==> src/rtl/register_pkg.sv <==
// Shared definitions for the register serializer: state encoding and counter sizing.
package register_pkg;

    typedef logic state_t;

    localparam state_t ST_IDLE  = 1'b0;
    localparam state_t ST_SHIFT = 1'b1;

    // Bit counter wide enough to hold WIDTH+1 without wrapping inside a word.
    function automatic int cnt_width(input int width);
        return $clog2(width + 2);
    endfunction

endpackage

==> src/rtl/serializer_bit_counter.sv <==
// Synchronous up-counter with clear, enable and a registered terminal-count flag.
module serializer_bit_counter #(
    parameter int             CW       = 3,
    parameter logic [CW-1:0]  TERMINAL = '1
) (
    input  logic          clk,
    input  logic          clear,
    input  logic          en,
    output logic [CW-1:0] count,
    output logic          tc
);

    logic [CW-1:0] count_reg;
    logic [CW-1:0] count_next;
    logic          tc_reg;

    always_comb begin
        count_next = count_reg;
        if (en) begin
            count_next = count_reg + 1'b1;
        end
    end

    // tc is registered alongside the count so it is true in the cycle the count equals TERMINAL.
    always_ff @(posedge clk) begin
        if (clear) begin
            count_reg <= '0;
            tc_reg    <= 1'b0;
        end else begin
            count_reg <= count_next;
            tc_reg    <= (count_next == TERMINAL);
        end
    end

    assign count = count_reg;
    assign tc    = tc_reg;

endmodule

==> src/rtl/register_serializer.sv <==
// Parallel-in/serial-out serializer, LSB first, with ready/valid/done strobes.
// Define SERIALIZER_PARITY_EN to append an even-parity bit after the data bits.
module register_serializer
    import register_pkg::*;
#(
    parameter int WIDTH = 4
) (
    input  logic             clk,
    input  logic             clear,
    input  logic             load,
    input  logic [WIDTH-1:0] I,
    output logic             ready,
    output logic             sout,
    output logic             sout_valid,
    output logic             done
);

`ifdef SERIALIZER_PARITY_EN
    localparam int NBITS = WIDTH + 1;
`else
    localparam int NBITS = WIDTH;
`endif
    localparam int            CW       = cnt_width(WIDTH);
    localparam logic [CW-1:0] LAST_CNT = CW'(NBITS - 1);

    state_t             state_reg;
    state_t             state_next;
    logic [NBITS-1:0]   shreg_reg;
    logic [NBITS-1:0]   shreg_next;
    logic [NBITS-1:0]   load_word;
    logic [CW-1:0]      cnt;
    logic               accept;
    logic               last_bit;
    logic               cnt_clear;
    logic               cnt_en;
    logic               ready_reg;
    logic               ready_next;
    logic               sout_reg;
    logic               sout_next;
    logic               valid_reg;
    logic               valid_next;

    // Parity rides as the top bit of the shift register so it simply shifts out last.
`ifdef SERIALIZER_PARITY_EN
    assign load_word = {^I, I};
`else
    assign load_word = I;
`endif

    assign accept   = (state_reg == ST_IDLE) && load;
    assign last_bit = (state_reg == ST_SHIFT) && (cnt == LAST_CNT);

    assign cnt_clear = clear || (state_reg == ST_IDLE) || last_bit;
    assign cnt_en    = (state_reg == ST_SHIFT);

    serializer_bit_counter #(
        .CW       (CW),
        .TERMINAL (LAST_CNT)
    ) u_bit_counter (
        .clk   (clk),
        .clear (cnt_clear),
        .en    (cnt_en),
        .count (cnt),
        .tc    (done)
    );

    always_ff @(posedge clk) begin
        if (clear) begin
            state_reg <= ST_IDLE;
            shreg_reg <= '0;
        end else begin
            state_reg <= state_next;
            shreg_reg <= shreg_next;
        end
    end

    always_comb begin
        state_next = state_reg;
        shreg_next = shreg_reg;
        if (state_reg == ST_IDLE) begin
            if (load) begin
                state_next = ST_SHIFT;
                shreg_next = load_word;
            end
        end else begin
            shreg_next = shreg_reg >> 1;
            if (last_bit) begin
                state_next = ST_IDLE;
            end
        end
    end

    // Outputs are derived from next-state values and registered so they line up with the state.
    always_comb begin
        ready_next = (state_next == ST_IDLE);
        valid_next = (state_next == ST_SHIFT);
        sout_next  = valid_next && shreg_next[0];
    end

    always_ff @(posedge clk) begin
        if (clear) begin
            ready_reg <= 1'b1;
            sout_reg  <= 1'b0;
            valid_reg <= 1'b0;
        end else begin
            ready_reg <= ready_next;
            sout_reg  <= sout_next;
            valid_reg <= valid_next;
        end
    end

    assign ready      = ready_reg;
    assign sout       = sout_reg;
    assign sout_valid = valid_reg;

endmodule

==> config.mk <==
export PLATFORM = sky130hd
export DESIGN_NAME = register_serializer
export DESIGN_NICKNAME = d
export VERILOG_FILES = /design/src/rtl/register_pkg.sv /design/src/rtl/serializer_bit_counter.sv /design/src/rtl/register_serializer.sv
export SDC_FILE = /design/constraint.sdc
export NUM_CORES = 1
export LEC_CHECK = 0
export CAP_MARGIN = 0
export CORE_MARGIN = 5
export CORE_UTILIZATION = 30
export DETAILED_ROUTE_END_ITERATION = 6
export PLACE_DENSITY = 0.57
export SLEW_MARGIN = 10
export SYNTH_ARGS = -nofsm -noshare
export SYNTH_HDL_FRONTEND = slang
export SYNTH_SLANG_ARGS = --single-unit
==> constraint.sdc <==
create_clock -name clk -period 2.1 [get_ports clk]
set_clock_uncertainty 0.05 [all_clocks]
set_input_delay 0.42 -clock clk [delete_from_list [all_inputs] [get_ports clk]]
set_output_delay 0.42 -clock clk [all_outputs]
set_load 0.1 [all_outputs]
==> results of run 1 <==
## cells by family after synthesis
group / Yosys count / synth area share
buffers and inverters: 4 / 0.0643
and+or+nand+nor: 12 / 0.247
adders and majority gates: 3 / 0.0804
DFF: 10 / 0.429
AOI/OAI and AO/OA: 6 / 0.115
muxes: 3 / 0.0643
## layout make-up
class	count	area, µm²	share of cell area
Multi-Input combinational cell	24	236	0.392
Sequential cell	10	200	0.332
Timing Repair Buffer	10	103	0.170
Clock buffer	4	36.3	0.0602
Tap cell	16	20.0	0.0332
Inverter	2	7.51	0.0124
## cell usage in the layout, fill, tap and decap left out
cell and instances:
inv_1 1, nor3_1 3, nor4b_4 1, nor3b_1 1, a21oi_1 2, nor2b_4 2, nand2b_1 1, nand3b_1 2
buf_4 3, a21o_1 1, clkbuf_4 3, clkbuf_8 1, a211oi_2 2, nand2b_4 1, o21bai_2 1, clkdlybuf4s50_1 6
mux2i_1 3, nor2b_1 1, dfxtp_1 10, buf_12 1, inv_2 1, ha_1 3
## how the worst min path moves through the flow
stage / from / endpoint / slack (ps) / cells after the start
after floorplan: u_bit_counter.count[0] / u_bit_counter.count[0] / 400 / 1
after global placement: u_bit_counter.count[0] / u_bit_counter.count[0] / 430 / 1
after detailed placement: u_bit_counter.count[0] / u_bit_counter.count[0] / 430 / 1
after CTS: u_bit_counter.count[0] / u_bit_counter.count[0] / 440 / 1
after global routing: u_bit_counter.count[0] / u_bit_counter.count[0] / 480 / 1
final: u_bit_counter.count[0] / u_bit_counter.count[0] / 440 / 1
## metal layers
metal | track usage | routed length [µm] | vias to the layer above
met4 | 0.0655 | 14 | 0
met3 | 0.0245 | 40 | 2
met1 | 0.0824 | 322 | 134
met2 | 0.0901 | 308 | 6
met5 | 0 | 0 | -
li1 | - | - | 157
## where the power goes
group          leakage [nW]  total (mW)  internal, mW  switching (mW)
logic                 0.154      0.0834        0.0366          0.0469
registers            0.0822       0.210         0.199          0.0106
clock network        0.0210       0.177         0.105          0.0717
total                 0.257       0.470         0.341           0.129
==> qor.csv, run 1 <==
metric,value,unit
outcome,"complete, no violations",
setup_tns,0,ps
cts_hold_buffers,0,
drt_iter0_markers,0,
fp.coreArea,1490,µm²
dpl_worst_slack,528,ps
syn_nets,48,
antenna_found_initial,0,
clkLatencyLatePin,260,ps
fmax,624,MHz
period_share,0.763,
reg2reg_depth,4,
ys_ff_latch,10,
crit_chain,buf_12,
p_leak,0.257,nW
grt_pass1_wl,1260,µm
synth_top_area_cell,dfxtp_1,
die_w,49.4,µm
dpl-instance-area,567,µm²
path_buf_inv,1,
criticalPathCategory,reg -> out,
cts_buffer_depth,2,
clock-root-buffer,clkbuf_4,
htreeDepth,1,
drive_gt1_frac,0.320,
irDropWorstVdd,0.349,mV
r2r-end,u_bit_counter.tc,
ant_nets,0,
wl_per_cell,10.4,µm
area_delta_synth_final,29.2,%
rsz0062_at_grt,false,
routed_wl,686,µm
dpl.hpwl,539,µm
crit_fanout,11,
syn_inst,38,
synth_area_per_cell,12.3,µm²
hold_path.class,reg -> reg,
crit_family,flip-flops,
firstDrtPassIters,1,
dieArea,2440,µm²
hold_viol,0,
start_kind,flip-flop,
timing.rr.start,u_bit_counter.count[0],
maxCapViolCount,0,
clk_pin_slew_worst_paths,70,ps
layout_min_cycle_time,1600,ps
synth-async-reset-ratio,0,
ys_seq_area_frac,0.429,
end_kind,output pin,
syn-cell-area,467,µm²
ios,11,
overflow,0,
numCtsBuffers,3,
crit_end,sout_valid,
max-slew-margin-rel,0.676,
dp.cells,62,
critPathRequiredTime,1630,ps
cts_resized,0,
stdcell_count,66,
grt_max_degree,12,
synth_edf_count,0,
gp_congestion,0.638,
p_per_area,780,nW/µm²
vias,299,
cts_num_sinks,10,
fin_nets,61,
fin_ws,498,ps
synth.most_common_cell,dfxtp_1,
utilization,0.405,
finalSetupViolCount,0,
num-fill-cells,148,
yosysUniqueCellTypes,18,
synth_top_cell_area_share,0.429,
grt_pass1_vias,295,
remaining_drc_errors,0,
synth_top_cells_by_count,"dfxtp_1, ha_1, mux2i_1, nor3_1",
synth_warnings,0,
power,470,µW
fin_area,603,µm²
synthTopCellsByArea,"dfxtp_1, ha_1, mux2i_1",
die_h,49.4,µm
critPathMaxStageDelay,630,ps
drv_slew,0,
tightest_slew,486,ps
slowest_stage,dfxtp_1,
start_util,0.313,
cts_tree,done,
ys.flop_type,dfxtp_1,
rows,14,
startpoint,sout_valid,
post_cts_buffers,0,
n_antenna_cell,0,
crit_cells,1,
cp_data_arrival_time,1130,ps
hold_ws,442,ps
rrSetupSlack,850,ps
viasPerCell,4.53,
grt_use_total,0.0683,
port_buffers,10,
Power figures use the tool's default switching activity.
==> run 2, diff against run 1 <==
--- a/config.mk
+++ b/config.mk
@@ -9,7 +9,7 @@
 export CORE_MARGIN = 5
 export CORE_UTILIZATION = 30
 export DETAILED_ROUTE_END_ITERATION = 6
-export PLACE_DENSITY = 0.57
+export PLACE_DENSITY = 0.59
 export SLEW_MARGIN = 10
 export SYNTH_ARGS = -nofsm -noshare
 export SYNTH_HDL_FRONTEND = slang
==> constraint.sdc (replaced) <==
create_clock -name clk -period 1.4 [get_ports clk]
set_clock_uncertainty 0.05 [all_clocks]
set_input_delay 0.28 -clock clk [delete_from_list [all_inputs] [get_ports clk]]
set_output_delay 0.28 -clock clk [all_outputs]
set_load 0.1 [all_outputs]
==> qor.csv, run 2 (synthesized netlist as in run 1, its figures left out) <==
metric,value,unit,change
switching_share,0.282,,was 0.275
cts_hold_buffers,0,,unchanged
n_antenna_cell,0,,unchanged
drt_iter0_markers,3,,was 0
grt_pass1_vias,311,,was 295
irDropWorstVdd,0.672,mV,was 0.349 mV
grt_use_total,0.0674,,was 0.0683
grt_max_degree,12,,unchanged
use_met1,0.0779,,was 0.0824
period_share,0.932,,
clk_pin_slew_worst_paths,60,ps,was 70 ps
cts_tree,done,,unchanged
finalSetupViolCount,0,,unchanged
busiest_layer,met2,,unchanged
pwr-share-clk,0.296,,was 0.376
outcome,"complete, no violations",,unchanged
gp_congestion,0.696,,was 0.638
fmax,767,MHz,
p_per_area,1000,nW/µm²,was 780 nW/µm²
cts_resized,0,,unchanged
cp_data_arrival_time,970,ps,was 1130 ps
crit_chain,buf_12,,unchanged
antenna_found_initial,0,,unchanged
ant_nets,0,,unchanged
p_leak,0.276,nW,was 0.257 nW
power,651,µW,was 470 µW
post_cts_buffers,0,,unchanged
die_w,49.4,µm,unchanged
dieArea,2440,µm²,unchanged
critPathRequiredTime,1070,ps,was 1630 ps
tightest_slew,276,ps,was 486 ps
fp.coreArea,1490,µm²,unchanged
met2_usage,0.0966,,was 0.0901
routed_wl,738,µm,was 686 µm
grt_pass1_wl,1260,µm,about the same
hold_ws,437,ps,was 442 ps
viasPerCell,4.71,,was 4.53
rows,14,,unchanged
slowest_stage,dfxtp_2,,was dfxtp_1
drv_slew,0,,unchanged
fin_nets,64,,was 61
cts_num_sinks,10,,unchanged
critPathMaxStageDelay,490,ps,was 630 ps
crit_family,flip-flops,,unchanged
vias,320,,was 299
firstDrtPassIters,3,,was 1
overflow,0,,unchanged
rsz0062_at_grt,false,,unchanged
end_kind,output pin,,unchanged
clock-root-buffer,clkbuf_4,,unchanged
die_h,49.4,µm,unchanged
hold_path.class,reg -> reg,,unchanged
num-fill-cells,135,,was 148
cts_buffer_depth,2,,unchanged
combPwrFrac,0.216,,was 0.177
port_buffers,10,,unchanged
start_util,0.313,,unchanged
criticalPathCategory,reg -> out,,unchanged
layout.cells.most_common,dfxtp_1,,unchanged
drive_gt1_frac,0.365,,was 0.320
p_int,468,µW,was 341 µW
remaining_drc_errors,0,,unchanged
clkLatencyLatePin,260,ps,about the same
area_delta_synth_final,39.4,%,was 29.2%
layout_common_cells,"dfxtp_1, clkdlybuf4s50_1, buf_12",,"was dfxtp_1, clkdlybuf4s50_1"
htreeDepth,1,,unchanged
layout_min_cycle_time,1300,ps,
ios,11,,unchanged
wl_per_cell,10.9,µm,was 10.4 µm
p_switching,183,µW,was 129 µW
start_kind,flip-flop,,unchanged
grtUsageMet3,0.0367,,was 0.0245
maxCapViolCount,0,,unchanged
dpl.hpwl,576,µm,was 539 µm
hold_viol,0,,unchanged
crit_fanout,11,,unchanged
pwr-share-seq,0.489,,was 0.446
max-slew-margin-rel,0.816,,was 0.676
path_buf_inv,1,,unchanged
numCtsBuffers,3,,unchanged
==> run 2: cell types whose count changed in the layout (fill, tap and decap cells not counted), sizes merged <==
cell and change:
buf +3, clkbuf -1
==> run 2: metrics by stage <==
step | utilization | setup TNS, ps | instance area [µm²] | std cells | setup slack (ps)
after floorplan | - | 0 | 468 | 38 | 153
after global placement | 0.422 | -8.72 | 628 | 65 | -8.72
after detailed placement | 0.422 | -63.8 | 628 | 65 | -51.9
after CTS | 0.437 | 0 | 651 | 68 | 77.0
after global routing | 0.437 | 0 | 651 | 68 | 50.4
final | 0.437 | 0 | 651 | 68 | 95.4
==> run 2: worst paths after layout <==
kind                                               end              startpoint  slack (ps)  depth (start not counted)
worst max register to register        u_bit_counter.tc  u_bit_counter.count[0]         150                          4
worst min register to register  u_bit_counter.count[0]  u_bit_counter.count[0]         440                          1
worst max-delay path                        sout_valid              sout_valid         100                          1
worst min-delay path            u_bit_counter.count[0]  u_bit_counter.count[0]         440                          1
==> run 2: power groups by stage <==
stage	clock network, mW	logic [mW]	registers [mW]
6_report	0.193	0.140	0.318
5_1_grt	0.212	0.149	0.321
4_1_cts	0.201	0.142	0.319
3_5_place_dp	0	0.142	0.325
3_3_place_gp	0	0.141	0.325
2_1_floorplan	0	0.0534	0.361
==> run 2: worst reg2reg max path: stages (launching register included) <==
cell      delay (ps)
dfxtp_1          330
ha_1             200
ha_1             290
nand2b_1          90
nor4b_4          200
==> run 2: area by class of cell <==
class                   instances  area, µm²  area share
multi-input cells              24        236       0.363
flip-flops and latches         10        201       0.310
repair buffers                 13        163       0.250
clock buffers                   3       22.5      0.0346
well taps                      16       20.0      0.0308
inverters                       2       7.51      0.0115
==> run 2: routing by layer <==
layer,vias to the layer above,part of all wire
li1,163,-
met1,144,0.43
met2,8,0.47
met3,5,0.076
met4,0,0.027
met5,-,0
